## config.mk

```make
export PLATFORM = sky130hd
export DESIGN_NAME = perm_check_pipe
export DESIGN_NICKNAME = d
export VERILOG_FILES = /design/src/rtl/mmu_pkg.sv /design/src/rtl/perm_check.sv /design/src/rtl/perm_check_pipe.sv
export SDC_FILE = /design/constraint.sdc
export NUM_CORES = 1
export LEC_CHECK = 0
export BUFFER_PORTS_ARGS = -buffer_cell sky130_fd_sc_hd__buf_2
export CORE_ASPECT_RATIO = 2
export CORE_MARGIN = 2
export CORE_UTILIZATION = 47
export CTS_CLUSTER_DIAMETER = 120
export CTS_CLUSTER_SIZE = 40
export DETAILED_ROUTE_END_ITERATION = 8
export PLACE_DENSITY = 0.85
export SLEW_MARGIN = 20
export SYNTH_ARGS = -nofsm -noshare
export SYNTH_HDL_FRONTEND = slang
export SYNTH_HIERARCHICAL = 1
export SYNTH_SLANG_ARGS = --single-unit
```

## constraint.sdc

```tcl
create_clock -name clk -period 2.55 [get_ports clk]
set_clock_uncertainty 0.15 [all_clocks]
set_input_delay 0.1275 -clock clk [delete_from_list [all_inputs] [get_ports clk]]
set_output_delay 0.1275 -clock clk [all_outputs]
set_load 0.02 [all_outputs]
```

## src/rtl/mmu_pkg.sv

```systemverilog
// Shared MMU types: access/permission vectors and fault-bit layout.
package mmu_pkg;

  // Bit order {X,W,R} for both requested access and granted permissions.
  typedef logic [2:0] perm_t;
  localparam int unsigned PermR = 0;
  localparam int unsigned PermW = 1;
  localparam int unsigned PermX = 2;

  typedef logic [4:0] fault_t;
  localparam int unsigned FaultNoRead  = 0;
  localparam int unsigned FaultWrProt  = 1;
  localparam int unsigned FaultNoExec  = 2;
  localparam int unsigned FaultPrivRel = 3;
  localparam int unsigned FaultBadReq  = 4;

  function automatic logic perm_is_onehot(perm_t v);
    return (v == 3'b001) || (v == 3'b010) || (v == 3'b100);
  endfunction

endpackage

```

## src/rtl/perm_check.sv

```systemverilog
// Combinational permission check for a single access request.
module perm_check
  import mmu_pkg::*;
(
  input  perm_t  rwx_i,
  input  logic   user_i,
  input  perm_t  u_perm_i,
  input  perm_t  s_perm_i,
  input  logic   bypass_i,
  output logic   allow_o,
  output fault_t fault_o
);

  perm_t act;
  logic  bad_req;

  always_comb begin
    act     = user_i ? u_perm_i : s_perm_i;
    bad_req = !perm_is_onehot(rwx_i);

    fault_o               = '0;
    fault_o[FaultBadReq]  = bad_req;
    // Privilege-related: user was refused something supervisor would have been granted.
    fault_o[FaultPrivRel] = user_i & (|(rwx_i & ~u_perm_i & s_perm_i));
    fault_o[FaultNoExec]  = rwx_i[PermX] & ~act[PermX];
    fault_o[FaultWrProt]  = rwx_i[PermW] & ~act[PermW];
    fault_o[FaultNoRead]  = rwx_i[PermR] & ~act[PermR];
    allow_o               = (|(rwx_i & act)) & ~bad_req;

    if (bypass_i) begin
      allow_o = 1'b1;
      fault_o = '0;
    end
  end

endmodule

```

## src/rtl/perm_check_pipe.sv

```systemverilog
// Round-robin arbitrated, single-stage registered permission check with fault status register.
module perm_check_pipe
  import mmu_pkg::*;
#(
  parameter int unsigned NUM_PORTS = 2,
  parameter int unsigned ADDR_W    = 32,
  localparam int unsigned PORT_W   = (NUM_PORTS > 1) ? $clog2(NUM_PORTS) : 1
) (
  input  logic                          clk,
  input  logic                          rst,
  input  logic [NUM_PORTS-1:0]          req_valid,
  output logic [NUM_PORTS-1:0]          req_ready,
  input  logic [3*NUM_PORTS-1:0]        req_rwx,
  input  logic [NUM_PORTS-1:0]          req_user,
  input  logic [ADDR_W*NUM_PORTS-1:0]   req_addr,
  input  logic [3*NUM_PORTS-1:0]        u_perm,
  input  logic [3*NUM_PORTS-1:0]        s_perm,
  input  logic [NUM_PORTS-1:0]          tt_bypass,
  output logic                          rsp_valid,
  input  logic                          rsp_ready,
  output logic [PORT_W-1:0]             rsp_port,
  output logic                          rsp_allow,
  output logic [4:0]                    rsp_fault,
  output logic [ADDR_W-1:0]             rsp_addr,
  output logic                          fsr_valid,
  output logic [4:0]                    fsr_fault,
  output logic [PORT_W-1:0]             fsr_port,
  output logic [ADDR_W-1:0]             fsr_addr,
  output logic                          fsr_overflow,
  input  logic                          fsr_clear
);

  logic [PORT_W-1:0] rr_ptr_q, rr_ptr_d;
  logic              rsp_valid_q, rsp_valid_d, rsp_allow_q, rsp_allow_d;
  fault_t            rsp_fault_q, rsp_fault_d, fsr_fault_q, fsr_fault_d;
  logic [PORT_W-1:0] rsp_port_q, rsp_port_d, fsr_port_q, fsr_port_d;
  logic [ADDR_W-1:0] rsp_addr_q, rsp_addr_d, fsr_addr_q, fsr_addr_d;
  logic              fsr_valid_q, fsr_valid_d, fsr_ovf_q, fsr_ovf_d;

  logic              stage_free, found, any_grant, rsp_accept;
  logic [PORT_W-1:0] gnt_idx;
  perm_t             sel_rwx, sel_u, sel_s;
  logic              sel_user, sel_bypass, chk_allow;
  logic [ADDR_W-1:0] sel_addr;
  fault_t            chk_fault;

  assign stage_free = ~rsp_valid_q | rsp_ready;
  assign rsp_accept = rsp_valid_q & rsp_ready;

  // Two passes: ports at or above rr_ptr first, then wrap to the low ports.
  always_comb begin
    found   = 1'b0;
    gnt_idx = '0;
    for (int j = 0; j < NUM_PORTS; j++) begin
      if (!found && req_valid[j] && (j >= int'(rr_ptr_q))) begin
        found   = 1'b1;
        gnt_idx = PORT_W'(j);
      end
    end
    for (int j = 0; j < NUM_PORTS; j++) begin
      if (!found && req_valid[j]) begin
        found   = 1'b1;
        gnt_idx = PORT_W'(j);
      end
    end
    any_grant = found & stage_free & ~rst;

    req_ready  = '0;
    sel_rwx    = '0;
    sel_u      = '0;
    sel_s      = '0;
    sel_user   = 1'b0;
    sel_bypass = 1'b0;
    sel_addr   = '0;
    for (int j = 0; j < NUM_PORTS; j++) begin
      if (PORT_W'(j) == gnt_idx) begin
        req_ready[j] = any_grant;
        sel_rwx      = req_rwx[3*j +: 3];
        sel_u        = u_perm[3*j +: 3];
        sel_s        = s_perm[3*j +: 3];
        sel_user     = req_user[j];
        sel_bypass   = tt_bypass[j];
        sel_addr     = req_addr[ADDR_W*j +: ADDR_W];
      end
    end
  end

  perm_check u_check (
    .rwx_i    (sel_rwx),
    .user_i   (sel_user),
    .u_perm_i (sel_u),
    .s_perm_i (sel_s),
    .bypass_i (sel_bypass),
    .allow_o  (chk_allow),
    .fault_o  (chk_fault)
  );

  always_comb begin
    rr_ptr_d    = rr_ptr_q;
    rsp_valid_d = rsp_valid_q;
    rsp_allow_d = rsp_allow_q;
    rsp_fault_d = rsp_fault_q;
    rsp_port_d  = rsp_port_q;
    rsp_addr_d  = rsp_addr_q;
    if (any_grant) begin
      rr_ptr_d = (32'(gnt_idx) == NUM_PORTS - 1) ? '0 : gnt_idx + PORT_W'(1);
    end
    if (stage_free) begin
      rsp_valid_d = any_grant;
      if (any_grant) begin
        rsp_allow_d = chk_allow;
        rsp_fault_d = chk_fault;
        rsp_port_d  = gnt_idx;
        rsp_addr_d  = sel_addr;
      end
    end
  end

  // A faulting accept wins over a coincident clear, but starts a fresh record.
  always_comb begin
    fsr_valid_d = fsr_valid_q;
    fsr_ovf_d   = fsr_ovf_q;
    fsr_fault_d = fsr_fault_q;
    fsr_port_d  = fsr_port_q;
    fsr_addr_d  = fsr_addr_q;
    if (fsr_clear) begin
      fsr_valid_d = 1'b0;
      fsr_ovf_d   = 1'b0;
    end
    if (rsp_accept && (rsp_fault_q != '0)) begin
      if (!fsr_valid_q || fsr_clear) begin
        fsr_valid_d = 1'b1;
        fsr_fault_d = rsp_fault_q;
        fsr_port_d  = rsp_port_q;
        fsr_addr_d  = rsp_addr_q;
      end else begin
        fsr_ovf_d = 1'b1;
      end
    end
  end

  always_ff @(posedge clk) begin
    if (rst) begin
      rr_ptr_q    <= '0;
      rsp_valid_q <= 1'b0;
      rsp_allow_q <= 1'b0;
      rsp_fault_q <= '0;
      rsp_port_q  <= '0;
      rsp_addr_q  <= '0;
      fsr_valid_q <= 1'b0;
      fsr_ovf_q   <= 1'b0;
      fsr_fault_q <= '0;
      fsr_port_q  <= '0;
      fsr_addr_q  <= '0;
    end else begin
      rr_ptr_q    <= rr_ptr_d;
      rsp_valid_q <= rsp_valid_d;
      rsp_allow_q <= rsp_allow_d;
      rsp_fault_q <= rsp_fault_d;
      rsp_port_q  <= rsp_port_d;
      rsp_addr_q  <= rsp_addr_d;
      fsr_valid_q <= fsr_valid_d;
      fsr_ovf_q   <= fsr_ovf_d;
      fsr_fault_q <= fsr_fault_d;
      fsr_port_q  <= fsr_port_d;
      fsr_addr_q  <= fsr_addr_d;
    end
  end

  assign rsp_valid    = rsp_valid_q;
  assign rsp_allow    = rsp_allow_q;
  assign rsp_fault    = rsp_fault_q;
  assign rsp_port     = rsp_port_q;
  assign rsp_addr     = rsp_addr_q;
  assign fsr_valid    = fsr_valid_q;
  assign fsr_overflow = fsr_ovf_q;
  assign fsr_fault    = fsr_fault_q;
  assign fsr_port     = fsr_port_q;
  assign fsr_addr     = fsr_addr_q;

endmodule

```

# Word level (Yosys, flattened, before mapping)
# Index checks and enable logic that the tools add are counted.
# totals
register_bits	81
in_bits	92
word_cells	77
# op_classes
addsub	1
order_cmp	1
n_eq_ne	3
n_mux	25
bitwise	18
n_reduce_logical	18
# op_table
op	n
$mux 32	1
$mux 1	19
$mux 3	4
$and 3x3->3	3
$and 1x1->1	8
$reduce_or 3->1	2
$logic_and 1x1->1	5
$logic_not 1->1	5
$mux 5	1
$not 1->1	5
$reduce_bool 5->1	1
$reduce_and 2->1	2
$eq 3x1->1 const B	1
$eq 3x2->1 const B	1
$eq 3x3->1 const B	1
$logic_or 1x1->1	3
$not 3->3	1
$add 1x1->1 const B	1
$ge 1x1->1 const A	1
$or 1x1->1	1

# Logic depth before layout (Yosys ltp)
# logic_depth
depth_word	19
mapped_depth	8
mapped_depth_nobuf	7

# By module
# The synthesis kept the hierarchy.
# by_module_without_submodules
mod	n_inst	cells_per_inst	area_per_inst_um2	seq_area_each_um2
perm_check_pipe	1	370	3696.0	1621.6
perm_check	1	18	151.4	0.0

# Worst setup path after synthesis
# No wires, ideal clock.
# synth_path
kind	flip-flop to flip-flop
start	register rr_ptr_q
end	register rsp_allow_q (netlist: rsp_allow)
t_arrival_ns	2.078
required_ns	2.279
path_slack_ns	0.201
stages_incl_launch_ff	9
n_path_buf	1
synth_period_minus_slack_ns	2.349
cell_sequence	dfxtp_1 > nand2b_1 > nand2_1 > clkbuf_1 > mux2_2 > mux2_4 > a22oi_2 > a21oi_1 > mux2_2
# synth_via
elab_chain_len	18
# synth_lines
item	line_no	source
from (decl)	perm_check_pipe.sv:33	logic [PORT_W-1:0] rr_ptr_q, rr_ptr_d;
from (signal assigned)	perm_check_pipe.sv:156	rr_ptr_q <= rr_ptr_d;
$ge 1x1->1 (*)	perm_check_pipe.sv:55	if (!found && req_valid[j] && (j >= int'(rr_ptr_q))) begin
$logic_and 1x1->1 (*)	perm_check_pipe.sv:55	
$mux 1 (*)	perm_check_pipe.sv:55	
$logic_not 1->1	perm_check_pipe.sv:55	
$logic_and 1x1->1	perm_check_pipe.sv:55	
$mux 1	perm_check_pipe.sv:55	
$logic_not 1->1	perm_check_pipe.sv:61	if (!found && req_valid[j]) begin
$logic_and 1x1->1	perm_check_pipe.sv:61	
[4 not listed]	--	
$mux 1 (*)	perm_check_pipe.sv:76	if (PORT_W'(j) == gnt_idx) begin
via sel_user	perm_check_pipe.sv:43	logic sel_user, sel_bypass, chk_allow;
$mux 3 (*)	perm_check.sv:18	act = user_i ? u_perm_i : s_perm_i;
$and 3x3->3 (*)	perm_check.sv:28	allow_o = (|(rwx_i & act)) & ~bad_req;
$reduce_or 3->1 (*)	perm_check.sv:28	
$and 1x1->1 (*)	perm_check.sv:28	
$mux 1 (*)	perm_check.sv:30	if (bypass_i) begin
via chk_allow	perm_check_pipe.sv:43	
to (signal assigned)	perm_check_pipe.sv:158	rsp_allow_q <= rsp_allow_d;
to (decl)	perm_check_pipe.sv:34	logic rsp_valid_q, rsp_valid_d, rsp_allow_q, rsp_allow_d;
# The timed path passes the listed nets; every way through them passes the cells marked *.
# A chain may end at the register's enable or synchronous reset.

# Worst setup path in the final report
# layout_path
start	input req_valid[1]
end	register rsp_addr_q[9] (netlist: rsp_addr[9])
# layout_via
elab_chain_len	11
# layout_lines
item	line_no	source
from (decl)	perm_check_pipe.sv:11	input logic [NUM_PORTS-1:0] req_valid,
$logic_and 1x1->1	perm_check_pipe.sv:55	
$mux 1	perm_check_pipe.sv:55	
$logic_not 1->1	perm_check_pipe.sv:61	
$logic_and 1x1->1	perm_check_pipe.sv:61	
$mux 1	perm_check_pipe.sv:61	
$logic_not 1->1	perm_check_pipe.sv:61	
$logic_and 1x1->1	perm_check_pipe.sv:61	
$mux 1	perm_check_pipe.sv:61	
$and 1x1->1 (2 in a row)	perm_check_pipe.sv:66	any_grant = found & stage_free & ~rst;
$reduce_and 2->1 (no line)	--	
to (signal assigned)	perm_check_pipe.sv:161	rsp_addr_q <= rsp_addr_d;
to (decl)	perm_check_pipe.sv:37	logic [ADDR_W-1:0] rsp_addr_q, rsp_addr_d, fsr_addr_q, fsr_addr_d;
# Parallel ways exist; a longest one is shown, timed or not.

==> out/results.tsv <==
metric	value	unit
startpoint class of the critical path	input port	
Avg Cell Area, Syn	9.92	µm²
worst r2r src	rsp_valid$_SDFFE_PP0P_	
CTS tree	done	
drt via density	5.36	
most common cell in the netlist	dfxtp_1	
power per cell area	557	nW/µm²
crit path time final	2520	ps
fmax	0.397	GHz
worst-margin pin slew	671	ps
# clock sinks	81	
footprint of the multi-input gates	1950	µm²
register bit total from synthesis	81	
layout cell share with drive strength beyond 1	37.1	%
Mapped Cells	388	
endpoints failing setup	0	
drt pass-1 iters	4	
P&R area growth vs syn	47.4	%
period utilization	98.7	%
Die W	68.0	µm
async set-reset flop share out of synthesis	0	%
H-tree depth	3	
Synth Warn #	6	
Synth top cells by count	81 x dfxtp_1, 69 x nand2b_1, 34 x inv_1	
die height	132	µm
Starting Density	48.4	%
Max stage delay on crit path	570	ps
Cell Area, Placed	4730	µm²
first-pass GRT wire length	18100	µm
Sum Neg Setup Slack	0	ps
DP HPWL	7660	µm
worst min path class	input port to flop	
WL per Instance	16.7	µm
Crit path top cell by count	dlygate4sd3_1	
ranking of synthesized cells by area	dfxtp_1 42%, nand2b_1 11%, mux2i_1 8.6%, a221o_1 8.3%, mux2_2 7.0%	
CP Capture Point	rsp_addr[9]$_SDFFE_PP0P_	
fin cells	716	
stages on the worst setup path	6	
Worst VDD drop	0.000426	V
vias in the first global route	3989	
CP Max Fanout	32	
type of the worst setup path	input port to flop	
Root Driver	clkbuf_16	
net count after synthesis	480	
Netlist cell types	35	
post-synthesis sequential area ratio	42.1	%
Routed Antenna Nets	0	
dominant synthesized flop cell	dfxtp_1	
reg-to-reg critical path endpoint	rsp_addr[9]$_SDFFE_PP0P_	
Num CTS Buffers	9	
filler cell count in the final layout	528	
largest net degree at the start of global routing	63	
CP Capture Type	flop	
area share of the largest cell type after synthesis	42.1	%
Via Count	3838	
R2R cell count	7	
Hold WS	17.1	ps
outcome	finished, final reports clean	
I/O Buffers	173	
routability cong.	0.885	
Bufs and invs on worst path	3	
total power draw	3.16	mW
grt total ovfl	0	
DRT iter0 DRCs	216	
total global routing track utilization	26.4	%
Final Hold Vio Count	0	
Post-route DRC	0	
Skew-Pair Late Insertion Delay	330	ps
Crit. Startpoint	req_valid[1]	
initial antenna violation count	2	
critical path's top delay family	buffers and inverters	
Leak	2.55	nW
clock tree buffer depth	2	
number of synthesized flops with an enable pin	0	
core area	7940	µm²
Worst Path Arrival	2640	ps
IO Pins	174	
Syn Std Cell Area	3850	µm²
max cap viols	0	
die area	8970	µm²
Slew Limit Fails	0	
# rows	46	
Worst-path clk slew	60	ps
area leader, netlist	dfxtp_1	
post-route cell area	5670	µm²
Nets	706	
Storage cell area	1620	µm²
Total Routed Length	12000	µm
relative slew slack	55.3	%
r2r setup slk	120	ps
Placed Cells incl. Taps	632	
CP Cell Sequence	dlygate4sd3_1 > buf_2 > or2_2 > a211oi_1 > a221o_1 > dlygate4sd3_1	
CP Data Required Time	2680	ps
Slowest cell on crit path	or2_2	
## state kept, by name, indices dropped and copies added, names as in the netlist
| register | cells |
|---|---|
| rsp_fault | 5 |
| fsr_addr | 32 |
| fsr_valid | 1 |
| fsr_port | 1 |
| rr_ptr_q | 1 |
| rsp_allow | 1 |
| fsr_fault | 5 |
| rsp_valid | 1 |
| rsp_port | 1 |
| rsp_addr | 32 |
| fsr_overflow | 1 |
## worst min-delay path by stage
stage | endpoint | cells after the start | slack, ps | from
final | rr_ptr_q$_SDFFE_PP0P_ | 3 | 20 | rst
after detailed placement | rsp_addr[24]$_SDFFE_PP0P_ | 2 | 200 | req_addr[24]
after global routing | rr_ptr_q$_SDFFE_PP0P_ | 3 | 60 | rst
after global placement | rsp_addr[25]$_SDFFE_PP0P_ | 2 | 200 | req_addr[57]
after CTS | rr_ptr_q$_SDFFE_PP0P_ | 3 | 7 | rst
after floorplan | rsp_addr[0]$_SDFFE_PP0P_ | 1 | 120 | req_addr[0]
## layout make-up
type / instances / share of cell area (%)
Multi-Input combinational cell: 240 / 34.3
Antenna cell: 3 / 0.132
Clock inverter: 4 / 0.397
Timing Repair Buffer: 248 / 28.1
Sequential cell: 81 / 28.6
Tap cell: 96 / 2.12
Inverter: 34 / 2.32
Clock buffer: 10 / 4.04
## worst reg2reg max path: stages (launching register included)
cell and delay, ps:
dfxtp_1 360, nand2b_1 110, buf_4 200, nand3b_1 180, clkinvlp_4 160, buf_4 230
a221o_1 350, dlygate4sd3_1 570
## layer usage
layer | GRT usage [%] | wire (µm) | up-vias
met3 | 5.21 | 650 | 49
met2 | 47.1 | 6430 | 190
met5 | 0 | 0 | -
met4 | 18.1 | 691 | 0
met1 | 25.2 | 4210 | 1779
li1 | - | - | 1820
## layout by cell type (no fill, tap or decap), drive strengths merged
cell	Yosys	layout
a22oi	1	1
clkbuf	21	10
clkinvlp	0	2
nand2	5	5
a21boi	1	1
nand2b	69	69
nor2	2	2
a221o	32	32
and2	1	1
clkinv	0	3
xor2	1	1
a211oi	33	33
or4	1	1
mux2i	33	33
and3b	1	1
diode	0	3
nor3	2	2
a21oi	6	6
nand3b	2	2
nor3b	3	3
inv	34	33
o221ai	1	1
nor2b	12	12
buf	12	182
or2	1	1
o21ai	2	2
nand3	1	1
and4b	1	1
dfxtp	81	81
o31ai	2	2
o211a	1	1
mux2	25	25
o211ai	1	1
dlygate4sd3	0	66
## per-stage QoR
stage               util [%]  setup WS, ps
global route            71.4         -66.7
global placement        59.6           253
floorplan                  -           201
finish                  71.4          34.3
detailed placement      59.6           166
CTS                     71.1          89.5
## where the power goes
group | switching, mW | internal, mW | leakage, nW
Clock | 0.473 | 0.642 | 0.124
Sequential | 0.0537 | 1.33 | 0.661
Combinational | 0.328 | 0.330 | 1.77
## cell families after synthesis
| family | after synthesis | share of synthesized area, % |
|---|---|---|
| compound gates | 80 | 17.7 |
| xor+xnor | 1 | 0.228 |
| buf+inv | 67 | 7.48 |
| mux | 58 | 16.0 |
| flops | 81 | 42.1 |
| simple gates | 101 | 16.5 |
## timing repair
action | 4_1_cts | 5_1_grt
hold buffers | 66 | 0
buffers inserted | 0 | 1
endpoints found under the hold margin | 34 | 0
endpoints found under the setup margin | 0 | 20
resized for setup | 0 | 1
Note: power is estimated with default switching activity, not from simulation.
